### src/rtl/fsm_vector_sequencer_pkg.sv
// Shared definitions for the vector sequencer.
// Contents:
//   seq_state_t         controller state encoding (IDLE=0, LOAD=1, RUN=2, DONE=3)
//   VEC_RST/VEC_IN/VEC_EXP  bit positions of the fields inside one 3-bit vector word
package fsm_vector_sequencer_pkg;

  typedef enum logic [1:0] {
    ST_IDLE = 2'd0,
    ST_LOAD = 2'd1,
    ST_RUN  = 2'd2,
    ST_DONE = 2'd3
  } seq_state_t;

  localparam int VEC_W   = 3;
  localparam int VEC_RST = 2;
  localparam int VEC_IN  = 1;
  localparam int VEC_EXP = 0;

endpackage

### src/rtl/fsm_vector_sequencer.sv
// Replays a table of {reset, in, expected} vectors from a combinational ROM into a
// 1-bit serial FSM and checks the FSM's Mealy output once per applied vector.
// Ports:
//   clk            clock, all state on posedge
//   reset          synchronous active-low reset
//   start          begin a run (only honoured in IDLE)
//   stop           abort the current run (honoured in LOAD/RUN)
//   vec_addr       ROM address
//   vec_data       ROM word {rst,in,exp} at vec_addr
//   dut_reset      registered active-high reset to the FSM under test
//   dut_in         registered serial input to the FSM under test
//   dut_out        FSM output for the vector currently on its pins
//   busy           high in LOAD and RUN
//   done           one-cycle pulse when a run completes or is aborted
//   aborted        run ended by stop; held until the next start
//   mismatch       combinational compare result for the current RUN cycle
//   error_count    mismatches in this run
//   err_seen       at least one mismatch in this run
//   first_err_addr vector index of the first mismatch
module fsm_vector_sequencer
  import fsm_vector_sequencer_pkg::*;
#(
  parameter int DEPTH = 13,
  parameter int AW    = $clog2(DEPTH) + 1,
  parameter int CW    = $clog2(DEPTH + 1)
) (
  input  logic              clk,
  input  logic              reset,
  input  logic              start,
  input  logic              stop,
  output logic [AW-1:0]     vec_addr,
  input  logic [VEC_W-1:0]  vec_data,
  output logic              dut_reset,
  output logic              dut_in,
  input  logic              dut_out,
  output logic              busy,
  output logic              done,
  output logic              aborted,
  output logic              mismatch,
  output logic [CW-1:0]     error_count,
  output logic              err_seen,
  output logic [AW-1:0]     first_err_addr
);

  localparam logic [AW-1:0] LAST = AW'(DEPTH - 1);

  seq_state_t    state;
  seq_state_t    state_next;
  logic [AW-1:0] idx;
  logic          expected;
  logic          is_last;
  logic          addr_at_end;

  assign is_last     = (idx == LAST);
  // The address stops at the last table entry so it never points past the ROM.
  assign addr_at_end = (vec_addr == LAST);

  assign busy  = (state == ST_LOAD) || (state == ST_RUN);
  assign done  = (state == ST_DONE);
  // Case inequality so that an X/Z output from the FSM is reported as a mismatch.
  assign mismatch = (state == ST_RUN) && (dut_out !== expected);

  always_ff @(posedge clk) begin
    if (!reset) state <= ST_IDLE;
    else        state <= state_next;
  end

  always_comb begin
    state_next = state;
    case (state)
      ST_IDLE: if (start) state_next = ST_LOAD;
      ST_LOAD: state_next = stop ? ST_DONE : ST_RUN;
      ST_RUN:  if (stop || is_last) state_next = ST_DONE;
      ST_DONE: state_next = ST_IDLE;
      default: state_next = ST_IDLE;
    endcase
  end

  // Datapath: the FSM pins are registered so the vector for idx is stable for the
  // whole RUN cycle in which its output is compared; the next vector is fetched
  // from vec_data (which already addresses idx+1) at the end of that cycle.
  always_ff @(posedge clk) begin
    if (!reset) begin
      vec_addr       <= '0;
      dut_reset      <= 1'b1;
      dut_in         <= 1'b0;
      expected       <= 1'b0;
      idx            <= '0;
      aborted        <= 1'b0;
      error_count    <= '0;
      err_seen       <= 1'b0;
      first_err_addr <= '0;
    end else begin
      case (state)
        ST_IDLE: begin
          dut_reset <= 1'b1;
          dut_in    <= 1'b0;
          if (start) begin
            error_count <= '0;
            err_seen    <= 1'b0;
            aborted     <= 1'b0;
            vec_addr    <= '0;
          end
        end
        ST_LOAD: begin
          if (stop) begin
            aborted   <= 1'b1;
            dut_reset <= 1'b1;
            dut_in    <= 1'b0;
          end else begin
            dut_reset <= vec_data[VEC_RST];
            dut_in    <= vec_data[VEC_IN];
            expected  <= vec_data[VEC_EXP];
            idx       <= '0;
            if (!addr_at_end) vec_addr <= vec_addr + AW'(1);
          end
        end
        ST_RUN: begin
          // The compare of this cycle counts even when stop ends the run here.
          if (mismatch) begin
            error_count <= error_count + CW'(1);
            if (!err_seen) begin
              err_seen       <= 1'b1;
              first_err_addr <= idx;
            end
          end
          if (stop || is_last) begin
            if (stop) aborted <= 1'b1;
            dut_reset <= 1'b1;
            dut_in    <= 1'b0;
          end else begin
            dut_reset <= vec_data[VEC_RST];
            dut_in    <= vec_data[VEC_IN];
            expected  <= vec_data[VEC_EXP];
            idx       <= idx + AW'(1);
            if (!addr_at_end) vec_addr <= vec_addr + AW'(1);
          end
        end
        ST_DONE: begin
          dut_reset <= 1'b1;
          dut_in    <= 1'b0;
        end
        default: begin
          dut_reset <= 1'b1;
          dut_in    <= 1'b0;
        end
      endcase
    end
  end

endmodule

### config.mk
export PLATFORM = sky130hd
export DESIGN_NAME = fsm_vector_sequencer
export DESIGN_NICKNAME = d
export VERILOG_FILES = /design/src/rtl/fsm_vector_sequencer_pkg.sv /design/src/rtl/fsm_vector_sequencer.sv
export SDC_FILE = /design/constraint.sdc
export NUM_CORES = 1
export LEC_CHECK = 0
export ABC_CLOCK_PERIOD_IN_PS = 3200
export CAP_MARGIN = 20
export CORE_ASPECT_RATIO = 0.5
export CORE_MARGIN = 2
export CORE_UTILIZATION = 40
export DETAILED_ROUTE_END_ITERATION = 16
export PLACE_DENSITY = 0.65
export RECOVER_POWER = 100
export SETUP_SLACK_MARGIN = 0.1
export SLEW_MARGIN = 15
export SYNTH_ARGS = -nofsm -noshare
export SYNTH_HDL_FRONTEND = slang
export SYNTH_SLANG_ARGS = --single-unit
### constraint.sdc
create_clock -name clk -period 3.2 [get_ports clk]
set_clock_uncertainty 0.2 [all_clocks]
set_input_delay 0.48 -clock clk [delete_from_list [all_inputs] [get_ports clk]]
set_output_delay 0.48 -clock clk [all_outputs]
set_load 0.01 [all_outputs]
==> reports/qor.log <==
INFO  drt            post_drt_via_cell_ratio=5.30
INFO  sta            rsz0062_at_grt=no
INFO  worst_hold_path worst_hold_path.num_cells=2
INFO  drt            first_iter_violations=36
INFO  placed_design  place_worst_setup_slack=0.623ns
INFO  drt            total_via_count_after_detailed_routing=1172
INFO  placed_design  placement.io_buffers=28
INFO  power_and_ir_drop post-layout-total-power=1.16mW
INFO  worst_hold_path min-delay-start=err_seen$_SDFFE_PN0P_
INFO  run            drv_cap=0
INFO  setup_path     setup.worst_path.start_class=flop
INFO  power_and_ir_drop ir_drop=0.000290V
INFO  floorplanning  floorplan.initialDensity=0.433
INFO  sta            max_slew_margin=0.371
INFO  logic_synthesis cells_after_synthesis=152
INFO  floorplanning  coreArea=3100um^2
INFO  sta            finalHoldViolations=0
INFO  global_routing grt_max_degree=16
INFO  setup_path     worstPathCellList=inv_1 -> ha_1 -> dlygate4sd3_1
INFO  power_and_ir_drop p_per_area=671nW/um^2
INFO  setup_path     timing.setup.critical_path_class=reg2out
INFO  power_and_ir_drop leakagePower=0.707nW
INFO  floorplanning  design.portCount=29
INFO  global_routing first_global_vias=1015
INFO  setup_path     worst_path_max_delay_cell=dlygate4sd3_1
INFO  setup_path     setup.reg_to_reg.worst_slack=0.69ns
INFO  clock_tree     clkTransAtPathRegs=0.09ns
INFO  floorplanning  num_rows=14
INFO  final_layout   areaGrowthSynthToFinish=28.5%
INFO  clock_tree     htree_levels=1
INFO  placed_design  detailedPlacementHpwl=2140um
INFO  clock_tree     clockRootBuffer=clkbuf_8
INFO  logic_synthesis synth_edf_count=0
INFO  clock_tree     cts_resized=0
INFO  logic_synthesis synthDistinctLibCells=40
INFO  final_layout   ant_diodes=0
INFO  setup_path     cpLargestDelayFamily=buffers and inverters
INFO  sta            worst_slack=0.571ns
INFO  setup_path     crit_buf_inv=2
INFO  sta            max_frequency=380MHz
INFO  clock_tree     cts_tree=done
INFO  setup_path     r2r_end=first_err_addr[2]$_SDFFE_PN0P_
INFO  drt            first_pass_iters=6
INFO  sta            portion_of_the_clock_cycle_consumed_by_the_worst_path_in_the_final_layout=0.822
INFO  placed_design  placed_cells_incl_taps=217
INFO  setup_path     crit_path_max_fanout=10
INFO  setup_path     crit_required=2.52ns
INFO  worst_hold_path hold_path_class=reg2reg
INFO  final_layout   nNetsFinal=200
INFO  final_layout   layout-drive-gt1-share=0.0442
INFO  floorplanning  chipWidth=85.9um
INFO  setup_path     rr_startpoint=state[0]$_SDFFE_PN0P_
INFO  drt            route.final.wire_length=2860um
INFO  logic_synthesis netlist_area=1340um^2
INFO  logic_synthesis ys_ff_latch=26
INFO  floorplanning  die_area=3860um^2
INFO  global_routing antenna_violations_before_repair=0
INFO  clock_tree     cts_setup_buffers=0
INFO  logic_synthesis synth.avg_cell_area=8.82um^2
INFO  clock_tree     clock-sinks=26
INFO  logic_synthesis ys_warn_count=0
INFO  sta            fin_setup_tns=0ns
INFO  global_routing grt_first_pass_wirelength=4800um
INFO  final_layout   finish.instance_area=1720um^2
INFO  setup_path     worst_r2r_path_depth=6
INFO  floorplanning  die-height=44.9um
INFO  global_routing track_usage=0.160
INFO  sta            worst_pin_slew=0.942ns
INFO  logic_synthesis synth_flop_cell=dfxtp_1
INFO  clock_tree     cts-root-to-sink-buffers=2
INFO  clock_tree     clk_latency=0.27ns
INFO  placed_design  place_congestion=0.783
INFO  drt            ant_nets=0
INFO  setup_path     end_kind=output pin
INFO  drt            routed_wire_length_per_instance=12.9um
INFO  logic_synthesis async_flop_share=0
INFO  clock_tree     ctsHoldBuffers=0
INFO  sta            clock_period_minus_worst_slack=2.63ns
INFO  logic_synthesis yosysSeqAreaShare=0.388
INFO  run_status     status=completed
INFO  clock_tree     inserted_clock_buffers=3
INFO  setup_path     worst_ep_arrival_time=1.95ns
INFO  worst_hold_path min_to=err_seen$_SDFFE_PN0P_
INFO  logic_synthesis synth_fp_nets=170
INFO  setup_path     critPathMaxStageDelay=0.65ns
INFO  drt            detail_route.drc_violations=0
INFO  placed_design  placed_cell_area=1670um^2
INFO  sta            setup_viol=0
INFO  sta            timing_max_transition_violations_final=0
INFO  global_routing global_route.overflow_total=0
INFO  final_layout   stdcell_count=221
-- synth_stat cells (all sizes together), types with 2 or more instances --
cell type,number,area [um^2]
nor2,14,52.6
a211oi,2,15.0
or3,2,12.5
inv,9,33.8
dfxtp,26,521
nand2,15,56.3
nor3,2,10.0
o221a,2,22.5
a21oi,9,48.8
and2,2,12.5
buf,2,8.75
nor2b,2,12.5
and4b,2,20.0
nand4,2,12.5
clkbuf,3,11.3
nor3b,3,27.5
mux2i,10,100
nand3,8,40.0
ha,10,125
and3,2,12.5
a31oi,2,12.5
nand4b,2,17.5
o21ai,7,35.0
-- layout by cell type (no fill, tap or decap), types with 2 or more instances in the layout --
cell	count
and4b_1	2
nor2_1	14
o21ai_0	7
nand3_1	8
inv_1	9
nand2_1	15
buf_4	2
ha_1	10
nor3b_1	3
a31oi_1	2
or3_1	2
clkdlybuf4s50_1	8
o221a_2	2
and3_1	2
mux2i_1	10
clkbuf_8	3
a21oi_1	9
nor3_1	2
dfxtp_1	26
dlygate4sd3_1	20
nand4_1	2
nand4b_1	2
nor2b_1	2
a211oi_1	2
-- cell type report --
class | instances | area [um^2]
flip-flops and latches | 26 | 520
clock inverters | 1 | 30.0
multi-input cells | 112 | 752
fillers | 300 | 1380
inverters | 9 | 33.8
well taps | 40 | 50.0
clock buffers | 3 | 41.3
repair buffers | 30 | 295
-- state kept, by name (all words and copies together) (netlist names) --
register,count
first_err_addr,5
idx,5
vec_addr,5
error_count,4
state,2
aborted,1
dut_in,1
dut_reset,1
err_seen,1
expected,1
-- logic make-up after synthesis --
family / Yosys count / share of synthesized area
AO/OA/AOI/OAI: 31 / 0.160
multiplexers: 10 / 0.0746
AND/OR/NAND/NOR: 60 / 0.237
flip-flops: 26 / 0.388
XOR/XNOR: 1 / 0.00653
buffers and inverters: 14 / 0.0401
adder cells (fa/ha/maj): 10 / 0.0933
-- through the flow --
stage | util | hold slack, ns
floorplan | - | 0.274
global placement | 0.538 | 0.261
detailed placement | 0.538 | 0.264
CTS | 0.561 | 0.279
global route | 0.556 | 0.291
finish | 0.556 | 0.261
-- how the worst max path moves through the flow --
stage                               start                        endpoint  slack [ns]  cells after the start
global route        state[0]$_SDFFE_PN0P_  first_err_addr[3]$_SDFFE_PN0P_        0.39                      6
finish              state[0]$_SDFFE_PN0P_                            busy        0.57                      3
global placement                  dut_out                        mismatch        0.66                      4
CTS                 state[0]$_SDFFE_PN0P_                            busy        0.60                      3
detailed placement                dut_out                        mismatch        0.62                      4
floorplan           state[0]$_SDFFE_PN0P_        vec_addr[3]$_SDFFE_PN0P_        1.16                      6
-- metal layers --
layer,GRT usage,part of all wire,wire [um],up-vias
met1,0.219,0.50,1440,541
met5,0,0,0,-
met2,0.256,0.44,1270,26
met3,0.0530,0.049,140,2
li1,-,-,-,603
met4,0.0190,0.0032,9,0
-- worst reg2reg max path, cell delays in order, from the launching register on --
cell,delay [ns]
dfxtp_1,0.38
inv_1,0.10
ha_1,0.41
inv_1,0.19
nor3b_1,0.80
mux2i_1,0.28
nor2_1,0.05
-- power breakdown --
group | internal (mW) | switching (mW)
registers | 0.362 | 0.0399
logic | 0.214 | 0.270
clock network | 0.167 | 0.103
Power figures use the tool's default switching activity.
